### src/rtl/data_mem_arbiter.sv
// rtl/data_mem_arbiter.sv - two-requester round-robin arbiter for a single data memory port
module data_mem_arbiter #(
  parameter int ADDR_W  = 64,
  parameter int DATA_W  = 64,
  parameter int TIMEOUT = 255
) (
  input  logic                  clk,
  input  logic                  rstn,
  input  logic [1:0]            req_read,
  input  logic [1:0]            req_write,
  input  logic [2*ADDR_W-1:0]   req_address,
  input  logic [3:0]            req_size,
  input  logic [2*DATA_W-1:0]   req_wdata,
  output logic [1:0]            grant,
  output logic [1:0]            done,
  output logic [1:0]            err,
  output logic [DATA_W-1:0]     rdata,
  output logic                  read_request_to_mem,
  output logic                  write_request_to_mem,
  output logic [ADDR_W-1:0]     address_to_mem,
  output logic [1:0]            size_select_to_mem,
  output logic [DATA_W-1:0]     write_data_to_mem,
  input  logic [DATA_W-1:0]     read_data_from_mem,
  input  logic                  read_ready_from_mem,
  input  logic                  write_ready_from_mem,
  input  logic                  write_finished_from_mem
);

  localparam logic [1:0] S_IDLE    = 2'd0;
  localparam logic [1:0] S_READ    = 2'd1;
  localparam logic [1:0] S_WRITE   = 2'd2;
  localparam logic [1:0] S_RELEASE = 2'd3;

  // Last cycle count value before a missing response is declared a timeout.
  localparam logic [7:0] CNT_LAST = 8'(TIMEOUT - 1);

  logic [1:0] state;
  logic       owner;        // index of the requester currently served
  logic       rr_last;      // index granted most recently
  logic       rw_conflict;  // owner asked for read and write at once
  logic [7:0] cycle_cnt;

  logic [1:0] req_any;
  logic       sel;
  logic [1:0] owner_onehot;

  // The memory's write-ready handshake carries no information the FSM needs.
  logic unused_write_ready;
  assign unused_write_ready = write_ready_from_mem;

  // Pick the next requester: alternate on contention, otherwise take whoever asks.
  always_comb begin
    req_any = req_read | req_write;
    sel     = 1'b0;
    if (req_any == 2'b11) begin
      sel = ~rr_last;
    end else begin
      sel = req_any[1];
    end
    owner_onehot = {owner, ~owner};
  end

  // Transaction FSM: capture, issue, wait for response or timeout, release.
  always_ff @(posedge clk) begin
    if (!rstn) begin
      state                <= S_IDLE;
      owner                <= 1'b0;
      rr_last              <= 1'b1;
      rw_conflict          <= 1'b0;
      cycle_cnt            <= '0;
      grant                <= '0;
      done                 <= '0;
      err                  <= '0;
      rdata                <= '0;
      read_request_to_mem  <= 1'b0;
      write_request_to_mem <= 1'b0;
      address_to_mem       <= '0;
      size_select_to_mem   <= '0;
      write_data_to_mem    <= '0;
    end else begin
      done <= '0;
      err  <= '0;
      case (state)
        S_IDLE: begin
          if (|req_any) begin
            owner              <= sel;
            rr_last            <= sel;
            grant              <= sel ? 2'b10 : 2'b01;
            address_to_mem     <= sel ? req_address[2*ADDR_W-1:ADDR_W] : req_address[ADDR_W-1:0];
            size_select_to_mem <= sel ? req_size[3:2] : req_size[1:0];
            write_data_to_mem  <= sel ? req_wdata[2*DATA_W-1:DATA_W] : req_wdata[DATA_W-1:0];
            cycle_cnt          <= '0;
            if (req_read[sel]) begin
              read_request_to_mem <= 1'b1;
              rw_conflict         <= req_write[sel];
              state               <= S_READ;
            end else begin
              write_request_to_mem <= 1'b1;
              rw_conflict          <= 1'b0;
              state                <= S_WRITE;
            end
          end
        end
        S_READ: begin
          if (read_ready_from_mem) begin
            rdata               <= read_data_from_mem;
            read_request_to_mem <= 1'b0;
            grant               <= '0;
            done                <= owner_onehot;
            err                 <= rw_conflict ? owner_onehot : 2'b00;
            state               <= S_RELEASE;
          end else if (cycle_cnt == CNT_LAST) begin
            read_request_to_mem <= 1'b0;
            grant               <= '0;
            done                <= owner_onehot;
            err                 <= owner_onehot;
            state               <= S_RELEASE;
          end else begin
            cycle_cnt <= cycle_cnt + 8'd1;
          end
        end
        S_WRITE: begin
          if (write_finished_from_mem) begin
            write_request_to_mem <= 1'b0;
            grant                <= '0;
            done                 <= owner_onehot;
            state                <= S_RELEASE;
          end else if (cycle_cnt == CNT_LAST) begin
            write_request_to_mem <= 1'b0;
            grant                <= '0;
            done                 <= owner_onehot;
            err                  <= owner_onehot;
            state                <= S_RELEASE;
          end else begin
            cycle_cnt <= cycle_cnt + 8'd1;
          end
        end
        default: begin
          state <= S_IDLE;
        end
      endcase
    end
  end

endmodule

### config.mk
export PLATFORM = sky130hd
export DESIGN_NAME = data_mem_arbiter
export DESIGN_NICKNAME = d
export VERILOG_FILES = /design/src/rtl/data_mem_arbiter.sv
export SDC_FILE = /design/constraint.sdc
export NUM_CORES = 1
export LEC_CHECK = 0
export CAP_MARGIN = 20
export CORE_AREA = 2 2 205 207
export CTS_BUF_LIST = sky130_fd_sc_hd__clkbuf_8
export DETAILED_ROUTE_END_ITERATION = 7
export DIE_AREA = 0 0 207 209
export GPL_ROUTABILITY_DRIVEN = 0
export PLACE_DENSITY = 0.55
export SLEW_MARGIN = 20
export SYNTH_ARGS = -nofsm -noshare
export SYNTH_HDL_FRONTEND = slang
export SYNTH_SLANG_ARGS = --single-unit
### constraint.sdc
create_clock -name clk -period 3.4 [get_ports clk]
set_clock_uncertainty 0.15 [all_clocks]
set_input_delay 0.68 -clock clk [delete_from_list [all_inputs] [get_ports clk]]
set_output_delay 0.68 -clock clk [all_outputs]
set_load 0.005 [all_outputs]
-- After elaboration in Yosys (flattened, before gate mapping)
Cells that the tools add are included.
- output and inout bits: 202
- register bits after elaboration: 215
- word-level logic and storage cells: 84
- eq/ne operators: 11
- muxes and demuxes: 43
- $lt $le $gt $ge: 1
- reduce and logical (&&, ||, !) cells: 11
- $add $sub $neg: 1
- bitwise logic cells: 3
- operator list (cell ; number):
    2-to-1 mux 64 bit ; 2
    2-to-1 mux 2 bit ; 17
    2-to-1 mux 8 bit ; 4
    one-hot mux 8 bit (3 select lines) ; 1
    2-to-1 mux 1 bit ; 13
    one-hot mux 2 bit (3 select lines) ; 2
    AND reduction 4 bit ; 3
    inequality test 2 bit, second input constant ; 5
    adder 8 x 1 -> 8 bit, second input constant ; 1
    equality test 8 bit, second input constant ; 1
    one-hot mux 2 bit (2 select lines) ; 2
    inequality test 3 bit, second input constant ; 2
    AND reduction 2 bit ; 3
    equality test 2 bit, second input constant ; 2
    one-hot mux 1 bit (2 select lines) ; 2
    nonzero test 2 bit ; 2
    nonzero test 3 bit ; 1
    equality test 2 x 1 -> 1 bit, second input constant ; 1
    zero test 2 bit ; 1
    less-than comparator 1 x 2 -> 1 bit, second input constant ; 1
    NOT 1 bit ; 2
    OR 2 bit ; 1
    OR reduction 2 bit ; 1

-- Depth between registers and ports, before layout
Gate-level depths: netlist (run 1).
- word-level depth: 8
- gate-level depth with buffers: 8
- mapped depth without buffers: 6

-- Worst setup path after synthesis (run 1)
OpenSTA, ideal clock, no wires.
- path type: input port to flip-flop
- start point: input req_read[1]
- end point: register address_to_mem[0]
- data required time: 3.113 ns
- data arrival time: 1.866 ns
- library setup time: 0.137 ns
- stages: 8
- path slack: 1.247 ns
- path buffers: 4
- cell sequence: buf_2 nor4_4 nor2b_1 buf_2 buf_2 clkbuf_1 o21ai_0 a31oi_1
- word-level cells in the longest chain between the ends: 4
- elaborated cells on any way between the ends: 6
- RTL lines (item ; RTL line ; source):
    start: declaration ; 9 ; input logic [1:0] req_read,
    OR 2 bit * ; 53 ; req_any = req_read | req_write;
    equality test 2 bit ; 55 ; if (req_any == 2'b11) begin
    2-to-1 mux 1 bit ; 55 ;
    2-to-1 mux 64 bit ; 89 ; address_to_mem <= sel ? req_address[2*ADDR_W-1:ADDR_W] : req_address[ADDR_W-1:0];
    end signal: assignment ; 89 ;
    end: declaration ; 20 ; output logic [ADDR_W-1:0] address_to_mem,
Every way passes the cells marked *; elsewhere a longest branch is shown, timed or not.
A chain may end at the register's enable or synchronous reset.

-- Final worst setup path (run 1)
- start point: register state[0]
- end point: register cycle_cnt[4]
- word-level cells in the longest chain between the ends: 3
- elaborated cells on any way between the ends: 9
- RTL lines (item ; RTL line ; source):
    start: declaration ; 37 ; logic [1:0] state;
    start signal: assignment ; 66 ; state <= S_IDLE;
    start signal: assignment ; 96 ; state <= S_READ;
    start signal: assignment ; 100 ; state <= S_WRITE;
    equality test 2 bit (tied with other cells) ; 83 ; case (state)
    inequality test 2 bit (no source line) or nonzero test 3 bit (tied branches) ; - ;
    AND reduction 4 bit (no source line) ; - ;
    end signal: assignment ; 119 ; cycle_cnt <= cycle_cnt + 8'd1;
    end signal: assignment ; 135 ; cycle_cnt <= cycle_cnt + 8'd1;
    end: declaration ; 41 ; logic [7:0] cycle_cnt;
Several ways; a longest one is shown, not always the timed one.

==> impl_metrics.py, run 1 <==
metrics = {
    "detailed_routing": {
        "vias": 9932,
        "drt_drc_violations_left": 0,
        "dr.pass1.iters": 5,
        "drt_iter0_markers": 540,
        "ant_nets": 0,
        "vias_per_cell": 4.49,
        "routed_wl_mm": 36.5,
        "wire_per_inst_microns": 16.5,
    },
    "critical_path": {
        "crit_path_max_incr_delay_ns": 0.49,
        "endpoint": "cycle_cnt[4]",
        "worst_ep_required_time_ns": 3.78,
        "worstSetupStartpoint": "state[0]",
        "reg2reg_setup_slack_ns": 0.90,
        "reg2reg_from": "state[0]",
        "reg2reg_to": "cycle_cnt[4]",
        "worst-path-stages": 7,
        "cp_top_family": "compound AO/OA/AOI/OAI gates",
        "arrival_ns": 2.87,
        "end_kind": "flop",
        "worstRegToRegCells": 7,
        "path_cells": "inv_1 -> ha_1 -> a221o_1 -> a21o_1 -> buf_4 -> or4_1 -> a21oi_1",
        "path_buf_inv": 2,
        "cpMaxStageDelayCell": "or4_1",
        "cp_max_fo": 8,
        "crit_type": "flop to flop",
        "startpoint_type": "flop",
    },
    "final_layout": {
        "drive_gt1_frac": 0.0573,
        "fin_cells": 2214,
        "n_fill_cell": 4287,
        "diodes": 0,
        "final_cell_mix": "532 x clkdlybuf4s50_1, 398 x nand2_1, 215 x dfxtp_1",
        "area_growth_pct": 77.7,
        "final_nets": 1983,
        "mostFrequentLayoutCell": "clkdlybuf4s50_1",
        "final_area_sq_mm": 0.0155,
    },
    "synth": {
        "synth_top_area_share": 0.493,
        "synth_edf_count": 0,
        "ys_top_cells_by_area": "dfxtp_1 49%, nand2_1 17%, a31oi_1 9.3%",
        "ys.flop_type": "dfxtp_1",
        "async_flop_share": 0,
        "ys_seq_elements": 215,
        "syn_avg_cell_area_sq_um": 7.60,
        "syn_nets": 1487,
        "synth-seq-area-share": 0.493,
        "synthCells": 1147,
        "synth_top_cell_by_area": "dfxtp_1",
        "synth.cell_area_sq_mm": 0.00872,
        "synth.distinct_cells": 49,
        "ys_warn_count": 0,
    },
    "clocking": {
        "insertion_delay_ns": 0.59,
        "cts_root_buffer": "clkbuf_8",
        "cts_setup_buffers": 0,
        "cts_sinks": 215,
        "cts_tree": "done",
        "cts_hold_buffers": 0,
        "htree_num_levels": 2,
        "ctsResizeCount": 0,
        "path_clk_slew_ns": 0.06,
        "cts-buffers-inserted": 42,
        "cts_buffer_depth": 3,
    },
    "power_and_ir_drop": {
        "leakagePower_nw": 5.76,
        "p_seq_frac": 0.335,
        "ir_worst_vdd_mv": 0.361,
        "power_w": 0.0117,
        "swShare": 0.349,
        "p_per_area_mw_per_mm2": 753,
        "p_clk_frac": 0.238,
        "p_comb_frac": 0.427,
        "p_sw_w": 0.00407,
        "p_int_w": 0.00759,
    },
    "timing": {
        "fmax_mhz": 401,
        "finalCritPeriodShare": 0.734,
        "fin_setup_tns_ns": 0,
        "rsz0062_at_grt": "no",
        "setup_viol": 0,
        "hold_viol_final": 0,
        "tightestPinTransition_ns": 0.693,
        "setup_ws_ns": 0.904,
        "maxSlewHeadroom": 0.538,
        "min_period_ns": 2.50,
        "slew_viol_final": 0,
    },
    "floorplan": {
        "die_y_microns": 209,
        "dieArea_sq_mm": 0.0433,
        "die_x_microns": 207,
        "rows": 75,
        "core_area_sq_mm": 0.0413,
        "start_util": 0.211,
        "pin_count": 535,
    },
    "min_path": {
        "hold_depth": 2,
        "hp-class": "flop to flop",
    },
    "placement": {
        "placed_cell_area_sq_mm": 0.0146,
        "dp_hpwl_mm": 25.6,
        "dpl_worst_slack_ns": 0.428,
        "place_inst": 2138,
        "numPortBuffers": 533,
    },
    "run_status": {
        "status": "completed",
    },
    "global_route": {
        "grt_max_degree": 143,
        "gr-total-overflow": 0,
        "groute.usage.overall": 0.163,
        "antenna_found_initial": 2,
        "grt_pass1_wl_mm": 56.3,
        "grt_pass1_vias": 9812,
    },
    "run": {
        "max_cap_violations": 0,
    },
}
per-layer routing:
layer  global-route usage  vias to the layer above  part of all wire
met5                    0                        -           0.00036
met4               0.0527                        2             0.026
met3               0.0642                       64             0.088
met2                0.278                      387              0.48
met1                0.186                     4525              0.40
li1                     -                     4954                 -
power by group through the flow:
stage	sequential [W]	clock [W]	combinational [W]
after floorplan	0.00397	0	0.00205
after global placement	0.00392	0	0.00502
after detailed placement	0.00394	0	0.00502
after CTS	0.00391	0.00291	0.00505
after global routing	0.00401	0.00302	0.00546
final	0.00391	0.00278	0.00498
metrics by stage:
step                      hold slack, ns   util
after global routing               0.318  0.375
after CTS                          0.304  0.375
after floorplan                    0.294      -
final                              0.303  0.375
after global placement             0.292  0.353
after detailed placement           0.296  0.353
cells by family after synthesis:
| logic type | synth area share |
|---|---|
| adder cells (fa/ha/maj) | 0.0100 |
| buffers and inverters | 0.0504 |
| flip-flops | 0.493 |
| AND/OR/NAND/NOR | 0.202 |
| AO/OA/AOI/OAI | 0.244 |
registers in the layout, indices dropped and copies added, names as in the netlist, 2 cells and up:
signal / cells
done: 2
address_to_mem: 64
err: 2
write_data_to_mem: 64
state: 2
cycle_cnt: 8
rdata: 64
grant: 2
size_select_to_mem: 2
worst min path at each step:
stage	start	to	slack, ns
finish	rdata[60]	rdata[60]	0.30
global route	rdata[6]	rdata[6]	0.32
CTS	rdata[17]	rdata[17]	0.30
detailed placement	rdata[17]	rdata[17]	0.30
global placement	rdata[23]	rdata[23]	0.29
floorplan	owner	owner	0.29
synth_stat cells (all sizes together), types with 3 or more instances:
library cell and number:
nand3 4, buf 27, dfxtp 215, clkbuf 72
nand2b 4, a311oi 3, o211ai 3, and2 3
o31ai 3, nand4 3, a31oi 130, nor2 11
o21ai 142, or3 3, a21oi 75, ha 7
nand2 399, inv 10
tightest hold or removal path, stage by stage, from the launching register on:
cell and delay (ns):
dfxtp_1 0.30, nand2_1 0.05, a21oi_1 0.05
area by class of cell:
cell class                 instances  area [sq um]  area share
sequential                       215          4300       0.278
tap                              539           674      0.0435
multi-input combinational        823          4010       0.259
clock inverter                    19           120     0.00775
inverter                          10          37.5     0.00242
clock buffer                      57           785      0.0506
timing repair buffer             551          5570       0.359
(Power assumes the default switching activity.)
==> run 2, diff against run 1 <==
Settings changed: CORE_AREA 2 2 205 207 to 2 2 207 209, DIE_AREA 0 0 207 209 to 0 0 209 211, PLACE_DENSITY 0.55 to 0.54.
Clock period 3.4 ns to 2.4 ns, I/O delays scaled along.
==> run 2 against run 1 <==
Against the previous run: count of clock-buffer cells in the layout rose by 1; via count rose by 1.3%; register-to-register slack got worse by 0.75 ns; worst hold slack got worse by 0.0075 ns; maximum frequency rose by 11%; worst setup slack got worse by 0.75 ns; final cell count rose by 1.8%; combinational power rose by 50%; sequential share of layout area fell by 0.71 points; core utilization rose by 0.57 points.
==> impl_metrics.py, run 2 (synthesis results as in run 1) <==
metrics = {
    "run_status": {
        "status": "completed",
    },
    "global_route": {
        "grt_pass1_wl_mm": 55.6,
        "gr-total-overflow": 0,
        "grt_pass1_vias": 9966,
        "antenna_found_initial": 2,
        "grt_max_degree": 112,
        "groute.usage.overall": 0.160,
    },
    "floorplan": {
        "start_util": 0.209,
        "die_x_microns": 209,
        "rows": 75,
        "core_area_sq_mm": 0.0418,
        "dieArea_sq_mm": 0.0441,
        "pin_count": 535,
        "die_y_microns": 211,
    },
    "detailed_routing": {
        "dr.pass1.iters": 4,
        "vias": 10100,
        "wire_per_inst_microns": 16.3,
        "drt_drc_violations_left": 0,
        "ant_nets": 0,
        "vias_per_cell": 4.47,
        "routed_wl_mm": 36.7,
        "drt_iter0_markers": 571,
    },
    "power_and_ir_drop": {
        "swShare": 0.345,
        "p_int_w": 0.0112,
        "p_per_area_mw_per_mm2": 1080,
        "p_seq_frac": 0.324,
        "p_sw_w": 0.00591,
        "p_clk_frac": 0.241,
        "p_comb_frac": 0.436,
        "leakagePower_nw": 5.98,
        "ir_worst_vdd_mv": 0.589,
    },
    "critical_path": {
        "crit_top_cell": "buf_4",
        "startpoint_type": "flop",
        "worstRegToRegCells": 7,
        "worst-path-stages": 7,
        "cp_top_family": "compound AO/OA/AOI/OAI gates",
        "path_cells": "buf_4 -> ha_1 -> a221o_1 -> a21o_1 -> buf_4 -> or4_1 -> a21oi_1",
        "cp_max_fo": 8,
        "crit_type": "flop to flop",
        "end_kind": "flop",
        "worst_ep_required_time_ns": 2.76,
        "arrival_ns": 2.60,
        "cpMaxStageDelayCell": "or4_1",
        "crit_path_max_incr_delay_ns": 0.50,
        "path_buf_inv": 2,
    },
    "timing": {
        "hold_viol_final": 0,
        "hold-worst-slack_ns": 0.295,
        "fmax_mhz": 446,
        "slew_viol_final": 0,
        "finalCritPeriodShare": 0.935,
        "min_period_ns": 2.24,
        "rsz0062_at_grt": "no",
        "tightestPinTransition_ns": 0.481,
        "fin_setup_tns_ns": 0,
        "maxSlewHeadroom": 0.677,
        "setup_viol": 0,
    },
    "final_layout": {
        "fin_cells": 2254,
        "multi_input_area_sq_mm": 0.00401,
        "regArea_sq_mm": 0.00431,
        "area_growth_pct": 82.4,
        "top_regs": "address_to_mem (64), rdata (64), write_data_to_mem (64)",
        "final_cell_mix": "532 x clkdlybuf4s50_1, 398 x nand2_1, 213 x dfxtp_1",
        "n_fill_cell": 4250,
        "final_nets": 2021,
        "drive_gt1_frac": 0.0806,
        "mostFrequentLayoutCell": "clkdlybuf4s50_1",
    },
    "placement": {
        "place_inst": 2174,
        "dp_hpwl_mm": 26.4,
        "numPortBuffers": 533,
    },
    "clocking": {
        "cts_tree": "done",
        "cts-buffers-inserted": 43,
        "path_clk_slew_ns": 0.06,
        "cts_buffer_depth": 3,
        "htree_num_levels": 2,
        "cts_setup_buffers": 0,
        "insertion_delay_ns": 0.59,
        "cts_sinks": 215,
        "cts_root_buffer": "clkbuf_8",
    },
    "min_path": {
        "hold_depth": 3,
        "hp-class": "input port to flop",
    },
    "run": {
        "max_cap_violations": 0,
    },
}
==> run 2: changes by cell type in the layout (fill, tap and decap cells not counted), sizes merged <==
cell         previous run  this run
bufinv                  1         2
clkbuf                 57        58
clkinv                  6         8
dlygate4sd3             0         1
buf                    19        55
diode                   0         2
inv                    20        17
==> run 2: worst register-to-register path, cell delays in order (launching register included) <==
cell     delay [ns]
dfxtp_2        0.34
buf_4          0.15
ha_1           0.21
a221o_1        0.32
a21o_1         0.18
buf_4          0.16
or4_1          0.50
a21oi_1        0.15
==> run 2: cell type report <==
cell class                 instances  share of cell area
clock buffer                      58              0.0502
antenna                            2            0.000315
inverter                          10             0.00236
sequential                       215               0.271
multi-input combinational        823               0.252
timing repair buffer             588               0.373
tap                              539              0.0424
clock inverter                    19             0.00920
==> run 2: metrics by stage <==
step	utilization	power, W	area, sq um	setup slack (ns)
detailed placement	0.358	0.0131	15000	-0.0975
floorplan	-	0.00852	8720	0.302
CTS	0.381	0.0174	15900	0.0613
global placement	0.358	0.0131	15000	-0.0699
finish	0.381	0.0171	15900	0.156
global route	0.381	0.0183	15900	0.0191
==> run 2: repair_timing <==
item | CTS | global route
gates resized for setup | 0 | 2
hold buffers | 1 | 0
endpoints found under the hold margin | 1 | 0
setup endpoints to repair | 0 | 1
==> run 2: worst paths after layout <==
path | from | to | slack, ns
setup / recovery | state[0] | cycle_cnt[4] | 0.16
hold / removal | read_data_from_mem[30] | rdata[30] | 0.30
setup reg to reg | state[0] | cycle_cnt[4] | 0.16
hold reg to reg | rdata[55] | rdata[55] | 0.30
==> run 2: power groups by stage <==
stage | Combinational [W] | Sequential (W) | Clock [W]
floorplan | 0.00290 | 0.00562 | 0
global placement | 0.00755 | 0.00554 | 0
detailed placement | 0.00754 | 0.00558 | 0
CTS | 0.00758 | 0.00555 | 0.00431
global route | 0.00817 | 0.00571 | 0.00445
finish | 0.00746 | 0.00555 | 0.00412
==> run 2: per-layer routing <==
layer / part of all wire / track usage
met5: 0 / 0
met4: 0.036 / 0.0719
met3: 0.088 / 0.0559
met2: 0.47 / 0.269
met1: 0.41 / 0.184
==> run 3, diff against run 2 <==
Settings changed: CORE_AREA 2 2 207 209 to 2 2 209 211, DIE_AREA 0 0 209 211 to 0 0 211 213, DONT_BUFFER_PORTS set to 1, PLACE_DENSITY 0.54 to 0.37.
==> run 3 against run 2 <==
Against the previous run: count of clock-buffer cells in the layout is 3 lower; final cell count is 10% lower; cell area is 15% lower; worst hold slack worse by 0.20 ns; register-to-register slack worse by 0.04 ns; sequential power is 11% higher; sequential share of layout area is 4.7 points higher; first-iteration DRC count is 5.1% lower; flip-flop and latch count stayed put; worst setup slack worse by 0.041 ns; clock power is 12% lower; combinational power is 32% lower.
==> impl_metrics.py, run 3 (synthesis results as in run 1) <==
metrics = {
    "run_status": {
        "status": "completed",
    },
    "final_layout": {
        "n_fill_cell": 4483,
        "drive_gt1_frac": 0.0664,
        "area_growth_pct": 55.3,
        "mostFrequentLayoutCell": "nand2_1",
        "post-route-util": 0.317,
        "final_cell_mix": "398 x nand2_1, 329 x dlygate4sd3_1, 213 x dfxtp_1",
        "fin_cells": 2025,
        "final_nets": 1786,
        "top_regs": "address_to_mem (64), rdata (64), write_data_to_mem (64)",
    },
    "critical_path": {
        "cpMaxStageDelayCell": "dlygate4sd3_1",
        "arrival_ns": 2.63,
        "crit_type": "flop to flop",
        "end_kind": "flop",
        "path_cells": "inv_1 -> ha_2 -> nor2b_4 -> buf_6 -> clkbuf_16 -> o21ai_0 -> a31oi_1 -> dlygate4sd3_1",
        "cp_max_fo": 12,
        "crit_path_max_incr_delay_ns": 0.58,
        "worst_ep_required_time_ns": 2.75,
        "startpoint_type": "flop",
    },
    "detailed_routing": {
        "dr.pass1.iters": 5,
        "ant_nets": 0,
        "vias_per_cell": 4.70,
        "drt_drc_violations_left": 0,
        "routed_wl_mm": 37.3,
        "wire_per_inst_microns": 18.4,
        "vias": 9521,
        "drt_iter0_markers": 542,
    },
    "clocking": {
        "cts-buffers-inserted": 41,
        "path_clk_slew_ns": 0.06,
        "insertion_delay_ns": 0.57,
        "cts_tree": "done",
        "cts_sinks": 215,
        "cts_buffer_depth": 3,
        "htree_num_levels": 2,
        "cts_root_buffer": "clkbuf_8",
    },
    "timing": {
        "maxSlewHeadroom": 0.421,
        "fin_setup_tns_ns": 0,
        "hold_viol_final": 0,
        "tightestPinTransition_ns": 0.868,
        "fmax_mhz": 437,
        "setup_ws_ns": 0.114,
        "hold-worst-slack_ns": 0.0978,
        "min_period_ns": 2.29,
        "finalCritPeriodShare": 0.952,
        "slew_viol_final": 0,
        "setup_viol": 0,
    },
    "global_route": {
        "grt_pass1_wl_mm": 53.4,
        "gr-total-overflow": 0,
        "grt_pass1_vias": 9512,
        "grt_max_degree": 167,
        "antenna_found_initial": 6,
        "groute.usage.overall": 0.151,
    },
    "floorplan": {
        "dieArea_sq_mm": 0.0449,
        "die_x_microns": 211,
        "rows": 76,
        "core_area_sq_mm": 0.0427,
        "die_y_microns": 213,
        "pin_count": 535,
        "start_util": 0.204,
    },
    "power_and_ir_drop": {
        "p_comb_frac": 0.339,
        "p_sw_w": 0.00577,
        "p_int_w": 0.00906,
        "p_per_area_mw_per_mm2": 1090,
        "ir_worst_vdd_mv": 0.559,
        "p_seq_frac": 0.415,
        "p_clk_frac": 0.245,
        "leakagePower_nw": 5.23,
        "swShare": 0.389,
    },
    "min_path": {
        "hp-class": "input port to flop",
    },
    "run": {
        "max_cap_violations": 0,
    },
    "placement": {
        "dpl_worst_slack_ns": 0.226,
        "place_inst": 1614,
        "numPortBuffers": 0,
        "dp_hpwl_mm": 23.1,
    },
}
run 3: stage by stage:
| stage | power, W | cell area (sq um) |
|---|---|---|
| global placement | 0.0100 | 9310 |
| detailed placement | 0.0100 | 9310 |
| global route | 0.0159 | 13500 |
| CTS | 0.0146 | 13500 |
| finish | 0.0148 | 13500 |
| floorplan | 0.00852 | 8720 |
run 3: power groups by stage:
stage	clock network (W)	logic, W	registers (W)
floorplan	0	0.00290	0.00562
global placement	0	0.00374	0.00626
detailed placement	0	0.00381	0.00621
CTS	0.00381	0.00465	0.00617
global route	0.00397	0.00562	0.00629
finish	0.00364	0.00504	0.00616
run 3: per-layer routing:
| layer | track usage | wire length [microns] |
|---|---|---|
| met5 | 0 | 16 |
| met4 | 0.0585 | 1210 |
| met3 | 0.0600 | 3490 |
| met1 | 0.166 | 14400 |
| met2 | 0.262 | 18300 |
run 3: critical path, delay by kind of cell (launching register included):
| kind | cells | cell delay (ns) |
|---|---|---|
| AOI/OAI and AO/OA | 2 | 0.27 |
| and+or+nand+nor | 1 | 0.17 |
| buffers and inverters | 4 | 1.02 |
| adders and majority gates | 1 | 0.24 |
| DFF | 1 | 0.34 |
run 3: final timing paths:
check        depth (start not counted)              endpoint         start  slack [ns]
max                                  8     address_to_mem[0]      state[1]        0.11
min                                  3  write_request_to_mem  req_write[1]         0.1
max reg2reg                          8     address_to_mem[0]      state[1]        0.11
min reg2reg                          2              rdata[6]      rdata[6]        0.32
run 3: layout make-up:
cell class	count	area, sq um	share of cell area
well taps	546	683	0.0504
flip-flops and latches	215	4310	0.318
clock inverters	17	71.3	0.00526
repair buffers	355	3670	0.271
multi-input cells	823	4010	0.296
diodes	4	10.0	0.000739
clock buffers	55	757	0.0559
inverters	10	37.5	0.00277
run 3: what timing repair did:
action                                  CTS  global route
resized for setup                         0            21
endpoints found under the setup margin    0            41
endpoints found under the hold margin   211             0
hold buffers                            330             0
setup buffers                             0             2
